==> config.mk <==
export PLATFORM = sky130hd
export DESIGN_NAME = rr_grant_arbiter_flat
export DESIGN_NICKNAME = d
export VERILOG_FILES = /design/src/rtl/rr_grant_arbiter_if.sv /design/src/rtl/rr_grant_arbiter.sv /design/src/flat_wrapper.sv
export SDC_FILE = /design/constraint.sdc
export NUM_CORES = 1
export LEC_CHECK = 0
export CORE_ASPECT_RATIO = 0.5
export CORE_UTILIZATION = 30
export CTS_CLUSTER_SIZE = 25
export DETAILED_ROUTE_END_ITERATION = 7
export GPL_TIMING_DRIVEN = 0
export PLACE_DENSITY = 0.49
export SYNTH_ARGS = -nofsm -noshare
export SYNTH_HDL_FRONTEND = slang
export SYNTH_SLANG_ARGS = --single-unit
==> constraint.sdc <==
create_clock -name clk -period 5.85 [get_ports clk]
set_input_delay 0.8775 -clock clk [delete_from_list [all_inputs] [get_ports clk]]
set_output_delay 0.8775 -clock clk [all_outputs]
set_load 0.02 [all_outputs]
==> src/rtl/rr_grant_arbiter_if.sv <==
// rr_grant_arbiter_if: request/grant bundle between the requester bank and the arbiter.
// Signals:
//   en_i       arbitration enable (gates new grants only)
//   req_i      request vector, bit i = requester i
//   release_i  current owner finished
//   gnt_o      registered one-hot grant
//   gnt_idx_o  registered binary index of the granted requester
//   gnt_vld_o  high while a grant is held
//   timeout_o  one-cycle pulse on a forced release
// Modports: master drives requests, slave is the arbiter.
interface rr_grant_arbiter_if;
    logic       en_i;
    logic [7:0] req_i;
    logic       release_i;
    logic [7:0] gnt_o;
    logic [2:0] gnt_idx_o;
    logic       gnt_vld_o;
    logic       timeout_o;
    modport master (
        output en_i, req_i, release_i,
        input  gnt_o, gnt_idx_o, gnt_vld_o, timeout_o
    );
    modport slave (
        input  en_i, req_i, release_i,
        output gnt_o, gnt_idx_o, gnt_vld_o, timeout_o
    );
endinterface

==> src/rtl/rr_grant_arbiter.sv <==
// rr_grant_arbiter: eight-way round-robin arbiter with held grant, owner release and forced-release timeout.
// Ports:
//   clk  rising-edge clock
//   rst  asynchronous active-high reset
//   bus  rr_grant_arbiter_if.slave (en_i, req_i, release_i in; gnt_o, gnt_idx_o, gnt_vld_o, timeout_o out)
// Parameter MAX_HOLD: max cycles a grant may stay asserted, 0 = unlimited, 0..255.
module rr_grant_arbiter #(
    parameter int MAX_HOLD = 15
) (
    input  logic                      clk,
    input  logic                      rst,
    rr_grant_arbiter_if.slave         bus
);
    typedef enum logic {IDLE, BUSY} state_t;
    localparam logic [7:0] MAX_HOLD_C = 8'(MAX_HOLD);
    state_t     state_q, state_d;
    logic [2:0] ptr_q, ptr_d;
    logic [7:0] cnt_q, cnt_d;
    logic [7:0] gnt_q, gnt_d;
    logic [2:0] idx_q, idx_d;
    logic       vld_q, vld_d;
    logic       to_q, to_d;
    logic [15:0] dbl;
    logic [7:0]  rot;
    logic [2:0]  off;
    logic [2:0]  pick;
    logic        owner_done;
    logic        forced;
    // Rotate requests so that slot ptr lands at bit 0; the lowest set bit of the
    // rotated vector is then the first requester at or after ptr.
    always_comb begin
        dbl = {bus.req_i, bus.req_i} >> ptr_q;
        rot = dbl[7:0];
        off = 3'd0;
        for (int i = 7; i >= 0; i--)
            if (rot[i]) off = 3'(i);
        pick = ptr_q + off;
    end
    // Owner release outranks the timeout, so a release on the limit edge is not reported as a timeout.
    assign owner_done = bus.release_i || !bus.req_i[idx_q];
    assign forced     = (MAX_HOLD_C != 8'd0) && (cnt_q == MAX_HOLD_C);
    always_comb begin
        state_d = state_q;
        ptr_d   = ptr_q;
        cnt_d   = cnt_q;
        gnt_d   = gnt_q;
        idx_d   = idx_q;
        vld_d   = vld_q;
        to_d    = 1'b0;
        if (state_q == IDLE) begin
            if (bus.en_i && |bus.req_i) begin
                gnt_d   = 8'd1 << pick;
                idx_d   = pick;
                vld_d   = 1'b1;
                cnt_d   = 8'd1;
                state_d = BUSY;
            end
        end else if (owner_done || forced) begin
            gnt_d   = 8'd0;
            vld_d   = 1'b0;
            cnt_d   = 8'd0;
            ptr_d   = idx_q + 3'd1;
            to_d    = !owner_done;
            state_d = IDLE;
        end else begin
            cnt_d = (cnt_q == 8'hFF) ? cnt_q : cnt_q + 8'd1;
        end
    end
    always_ff @(posedge clk or posedge rst) begin
        if (rst) begin
            state_q <= IDLE;
            ptr_q   <= 3'd0;
            cnt_q   <= 8'd0;
            gnt_q   <= 8'd0;
            idx_q   <= 3'd0;
            vld_q   <= 1'b0;
            to_q    <= 1'b0;
        end else begin
            state_q <= state_d;
            ptr_q   <= ptr_d;
            cnt_q   <= cnt_d;
            gnt_q   <= gnt_d;
            idx_q   <= idx_d;
            vld_q   <= vld_d;
            to_q    <= to_d;
        end
    end
    assign bus.gnt_o     = gnt_q;
    assign bus.gnt_idx_o = idx_q;
    assign bus.gnt_vld_o = vld_q;
    assign bus.timeout_o = to_q;
endmodule

==> src/flat_wrapper.sv <==
// flat-port wrapper written by rule: the top's interface ports become plain ports
module rr_grant_arbiter_flat 
#(
    parameter int MAX_HOLD = 15
)
  (clk, rst, bus_en_i, bus_req_i, bus_release_i, bus_gnt_o, bus_gnt_idx_o, bus_gnt_vld_o, bus_timeout_o);
  rr_grant_arbiter_if bus_i ();
  input  logic clk;
  input  logic rst;
  input wire logic [$bits(bus_i.en_i)-1:0] bus_en_i;
  input wire logic [$bits(bus_i.req_i)-1:0] bus_req_i;
  input wire logic [$bits(bus_i.release_i)-1:0] bus_release_i;
  output wire logic [$bits(bus_i.gnt_o)-1:0] bus_gnt_o;
  output wire logic [$bits(bus_i.gnt_idx_o)-1:0] bus_gnt_idx_o;
  output wire logic [$bits(bus_i.gnt_vld_o)-1:0] bus_gnt_vld_o;
  output wire logic [$bits(bus_i.timeout_o)-1:0] bus_timeout_o;
  assign bus_i.en_i = bus_en_i;
  assign bus_i.req_i = bus_req_i;
  assign bus_i.release_i = bus_release_i;
  assign bus_gnt_o = bus_i.gnt_o;
  assign bus_gnt_idx_o = bus_i.gnt_idx_o;
  assign bus_gnt_vld_o = bus_i.gnt_vld_o;
  assign bus_timeout_o = bus_i.timeout_o;
  rr_grant_arbiter #(.MAX_HOLD(MAX_HOLD)) u_core (.clk(clk), .rst(rst), .bus(bus_i));
endmodule
Word level (Yosys, flattened, before mapping):

Index checks and enable logic that the tools add are counted.

* bits in writable memories: 0
* output and inout port bits: 13
* bits in latches: 0
* ROM bits: 0
* memories: 0
* bits in registers: 25

* equality and inequality tests: 4
* multiplexer cells: 25
* div/mod/pow operators: 0
* bitwise gates (word level): 1
* shift operators: 2
* reduce and logical (&&, ||, !) cells: 11
* multipliers: 0
* add/subtract/negate cells: 3
* magnitude comparators: 1

Operators by type and width (count)
* two-way mux 8 bit: 7
* two-way mux 3 bit: 8
* >> shifter 16 x 3 -> 8 bit: 1
* two-way mux 1 bit: 9
* adder 8 x 1 -> 8 bit, second input constant: 1
* == test 8 x 4 -> 1 bit, second input constant: 1
* == test 8 bit, second input constant: 1
* AND reduction 2 bit: 4
* OR reduction 8 bit: 1
* << shifter 1 x 3 -> 8 bit, first input constant: 1
* less-than comparator 3 x 4 -> 1 bit, second input constant: 1
* adder 3 x 1 -> 3 bit, second input constant: 1
* adder 3 bit: 1
* binary-select mux 1 bit (select 3 bit): 1
* inequality test 3 bit, second input constant: 1
* logical NOT 1 bit: 2
* logical OR 1 bit: 2
* inequality test 2 bit, second input constant: 1
* nonzero test 2 bit: 1
* logical AND 1 bit: 1
* NOT 1 bit: 1

Depth between registers and ports, before layout:

Gate-level depths: netlist of run 1.

* depth after elaboration: 13
* depth in mapped cells: 16
* gate-level depth less buffers: 12

Least setup slack after synthesis of run 1:

Ideal clock, no wire load.

* path kind: input port to flip-flop
* start: in bus_req_i[6]
* end: reg u_core.gnt_q[1] (netlist: u_core.bus.gnt_o[1])
* path buffers: 2
* cell stages on the path: 12
* setup time: 87 ps
* arrival time: 3513 ps
* path slack: 2251 ps
* cells stage by stage: buf_4 nor2_1 mux4_2 mux2_2 clkbuf_1 inv_1 o21ai_0 fa_1 xnor2_1 and4_1 o2111ai_1 o211ai_1

* cells in the longest elaborated chain, start to end: 13
* elaborated cells between the ends (all ways): 23

Ends and longest elaborated chain
* from (decl): RTL line flat_wrapper.sv:11 `input wire logic [$bits(bus_i.req_i)-1:0] bus_req_i;`
* >> shifter 16 x 3 -> 8 bit: RTL line rr_grant_arbiter.sv:32 `dbl = {bus.req_i, bus.req_i} >> ptr_q;`
* two-way mux 3 bit (8 in series): RTL line rr_grant_arbiter.sv:36 `if (rot[i]) off = 3'(i);`
* adder 3 bit: RTL line rr_grant_arbiter.sv:37 `pick = ptr_q + off;`
* << shifter 1 x 3 -> 8 bit: RTL line rr_grant_arbiter.sv:52 `gnt_d = 8'd1 << pick;`
* two-way mux 8 bit: RTL line rr_grant_arbiter.sv:51 `if (bus.en_i && |bus.req_i) begin`
* two-way mux 8 bit: RTL line rr_grant_arbiter.sv:50 `if (state_q == IDLE) begin`
* to (signal assigned): RTL line rr_grant_arbiter.sv:82 `gnt_q <= gnt_d;`
* to (decl): RTL line rr_grant_arbiter.sv:19 `logic [7:0] gnt_q, gnt_d;`

Several ways; a longest one is shown, not always the timed one. The select of a mux whose other input is x is not followed.
A chain may end at the register's enable or synchronous reset.

Final worst setup path of run 1:

* start: in bus_req_i[4]
* end: reg u_core.gnt_q[3] (netlist: u_core.bus.gnt_o[3])

The elaborated chain is that of the path after synthesis.

==> summary.txt, run 1 <==
Outcome
  – Status: finished, final reports clean

Route
  – WL/cell: 16.49 um
  – Iter 0 DRT Violations: 133
  – Via count: approximately 2000
  – Routed Antenna Nets: 0
  – Drt pass-1 iters: 4
  – Drc violations: 0
  – Vias per std cell: ~5.7
  – Final WL: 5872 um

Clock network
  – Worst skew pair latency: 260 ps
  – CTS Buf Count: 3
  – H-tree levels: 1
  – CTS Hold Bufs: 0
  – Clock Path Buffers: 2
  – Clock Sinks: 25
  – Clock-pin slew on the worst setup and hold paths: approximately 70 ps
  – Setup bufs post-CTS: 0
  – CTS Root Buffer Type: clkbuf_16
  – CTS tree: done
  – Post-cts resize count: 0

Floorplan
  – Die area: 7665 um2
  – Core footprint: about 6900 um2
  – Cell Rows: 21
  – Initial Util: about a third
  – Io pins: 25
  – Die W: approximately 120 um
  – Chip Height: approximately 62 um

STA
  – Fmax: ~0.22 GHz
  – Final setup viols: 0
  – RSZ-0062 raised after global routing: no
  – Slew margin rel.: 31.78%
  – Slew @ Worst Pin: a little over 1000 ps
  – Skew final: between 1.5 and 2 ps
  – Tcrit/Tclk final: 76.80%
  – Final Hold Vio Count: 0
  – Final Critical Period: 4493 ps
  – Slew Viols, Final: 0
  – Setup TNS Final: 0 ps

Power and ir drop
  – Clock share of power: approximately 12%
  – Seq pwr share: approximately 21%
  – Logic pwr share: between 60% and 70%
  – Switch Pwr: around 640 uW
  – Sw Ratio: between 40% and 50%
  – Power per Cell Area: ~500 nW/um2
  – Internal Power: about 660 uW
  – Leak Pwr: a little under 0.001 uW
  – Maximum vdd drop: approximately 170 uV

Setup path
  – CP delay by family, top: XOR/XNOR gates
  – Buffers and inverters on the worst path: 2
  – Worst path cell trace: clkdlybuf4s50_1 > mux4_2 > nor2b_1 > nor3_1 > a21oi_1 > o31ai_1 > ha_1 > inv_1 > fa_1 > xnor2_1 > and4_1 > o2111ai_1 > o211ai_1
  – Crit. End Element: flop
  – CP Launch Type: primary input
  – Max FO, Critical Path: 10
  – Req. time, crit path: between 6000 and 7000 ps
  – Crit path kind: in2reg
  – Crit path DAT: about 4700 ps
  – Slowest stage cell, crit path: xnor2_1
  – CP max stage delay: between 600 and 700 ps
  – Worst reg2reg setup slack: roughly 1900 ps

Placed design
  – Buffers on Ports: 21
  – RePlAce Congestion: between 0.8 and 0.9
  – Dpl cells: about 350
  – DP Wirelength: roughly 4200 um

Run
  – Max-cap violations: 0

Cells and area
  – Fraction of layout cells with a size suffix above 1: approximately an eighth
  – Final nets: ~280
  – Fin cells: approximately 360
  – Inserted Diodes: 0
  – Area growth from synthesis to layout: 18.46%

Global routing
  – Initial antenna violation count: 0
  – Global-route wire length before repair: roughly 9700 um
  – Largest net degree at the start of global routing: 26
  – Overflow after GRT: 0
  – Total global-route track usage: 15.91%
  – Vias in the first global route: around 1900

Logic synthesis
  – Yosys cell types: between 40 and 50
  – Commonest cells post-synth: dfrtp_1 (25), nand2_1 (24), a21oi_1 (16)
  – YS warnings: 0
  – Main synth FF type: dfrtp_1
  – Post-synthesis sequential area ratio: between 20% and 30%
  – Post-Syn Area: 2190 um2
  – Syn_area_per_cell: roughly 9.2 um2
  – Yosys top cell area share: roughly 29%
  – Count leader, synth: dfrtp_1
  – Top cell type by total area after synthesis: dfrtp_1
  – Synth area leaders: dfrtp_1 (29%), mux4_2 (15%), nand2_1 (4.1%), a21oi_1 (3.7%), o2111ai_1 (3.6%)
  – #FFs+latches synth: 25
  – Cells after Synth: about 240
  – Syn_nets: around 260
  – Post-synth EDFFs: 0
  – Ys async rst share: 100.0%

Min path
  – Worst Hold Class: reg2reg
per-layer routing:
layer	track usage (%)	wire, um
met1	23.40	2971
met2	25.63	2676
met3	2.190	225
met4	1.372	0
met5	0	0
worst paths after layout:
kind                                                       start                          endpoint  cells after the start
min in group asynchronous                                    rst   u_core.bus.gnt_o[7]$_DFFE_PP0P_                      2
max in group asynchronous                                    rst       u_core.ptr_q[2]$_DFFE_PP0P_                      2
worst min-delay path            u_core.bus.gnt_vld_o$_DFFE_PP0P_  u_core.bus.gnt_vld_o$_DFFE_PP0P_                      2
worst min register to register  u_core.bus.gnt_vld_o$_DFFE_PP0P_  u_core.bus.gnt_vld_o$_DFFE_PP0P_                      2
worst max-delay path                                bus_req_i[4]   u_core.bus.gnt_o[3]$_DFFE_PP0P_                     13
worst max register to register       u_core.ptr_q[1]$_DFFE_PP0P_   u_core.bus.gnt_o[3]$_DFFE_PP0P_                     14
through the flow:
| stage | setup WS [ps] | instance area, um2 | hold slack, ps | util [%] | power (uW) |
|---|---|---|---|---|---|
| after floorplan | 2251 | 2190 | 513.6 | - | 893.2 |
| after global placement | 1182 | 2515 | 465.2 | 36.67 | 1128 |
| after detailed placement | 1182 | 2515 | 472.3 | 36.67 | 1136 |
| after CTS | 1426 | 2594 | 489.0 | 37.82 | 1301 |
| after global routing | 1165 | 2594 | 507.2 | 37.82 | 1400 |
| final | 1357 | 2594 | 481.9 | 37.82 | 1299 |
tightest hold or removal path, delay by kind of cell (launching register included):
family	cells	cell delay (ps)
flip-flops	1	350
AND/OR/NAND/NOR	2	100
power by group through the flow:
stage / sequential, uW / combinational [uW] / clock, uW
floorplan: 297 / 597 / 0
global placement: 269 / 859 / 0
detailed placement: 271 / 866 / 0
CTS: 268 / 872 / 161
global route: 276 / 956 / 168
finish: 267 / 876 / 157
kinds of logic (layout without fill, tap and decap cells):
logic type | after synthesis | after routing | synth area share [%]
and+or+nand+nor | 90 | 90 | 21.31
AOI/OAI and AO/OA | 56 | 56 | 17.66
buffers and inverters | 36 | 61 | 7.885
muxes | 25 | 25 | 20.74
DFF | 25 | 25 | 28.57
adders and majority gates | 4 | 4 | 2.629
xor gates and xnor gates | 3 | 3 | 1.200
cells in the final DEF, fill, tap and decap left out, types with 7 or more instances in the layout:
master,netlist,routed
mux4_2,15,15
clkdlybuf4s50_1,0,21
nor2_1,14,14
o21ai_0,7,7
inv_1,10,10
a21oi_1,16,16
nand3_1,15,15
nand2_1,24,24
nor3_1,8,8
clkbuf_1,12,13
o211ai_1,9,9
dfrtp_1,25,25
o2111ai_1,9,9
area by class of cell:
class | count | area, um2
flip-flops and latches | 25 | 625.6
fillers | 697 | 4264
plain buffers | 25 | 131.4
repair buffers | 21 | 210.2
well taps | 92 | 115.1
multi-input cells | 178 | 1391
clock buffers | 4 | 78.83
inverters | 11 | 41.29
sequential cells by signal, summed over array words and instances, names as in the netlist:
| signal | flops |
|---|---|
| u_core.bus.gnt_vld_o | 1 |
| u_core.ptr_q | 3 |
| u_core.cnt_q | 8 |
| u_core.bus.gnt_idx_o | 3 |
| u_core.state_q | 1 |
| u_core.bus.timeout_o | 1 |
| u_core.bus.gnt_o | 8 |
(Power assumes the default switching activity.)
==> inputs of run 2 (changes only) <==
clock period = 4.59 ns   (was 5.85 ns; I/O delays follow)
==> results of run 2 <==
The final DEF is identical to that of run 1. Status: finished, final reports clean.
Among the figures that moved: setup slack after placement 1182 ps -> 110.9 ps; setup slack after layout 1357 ps -> 285.9 ps; register-to-register setup slack 1920 ps -> 660 ps; total power 1299 uW -> 1656 uW; worst IR drop on VDD 166.5 uV -> 212.1 uV
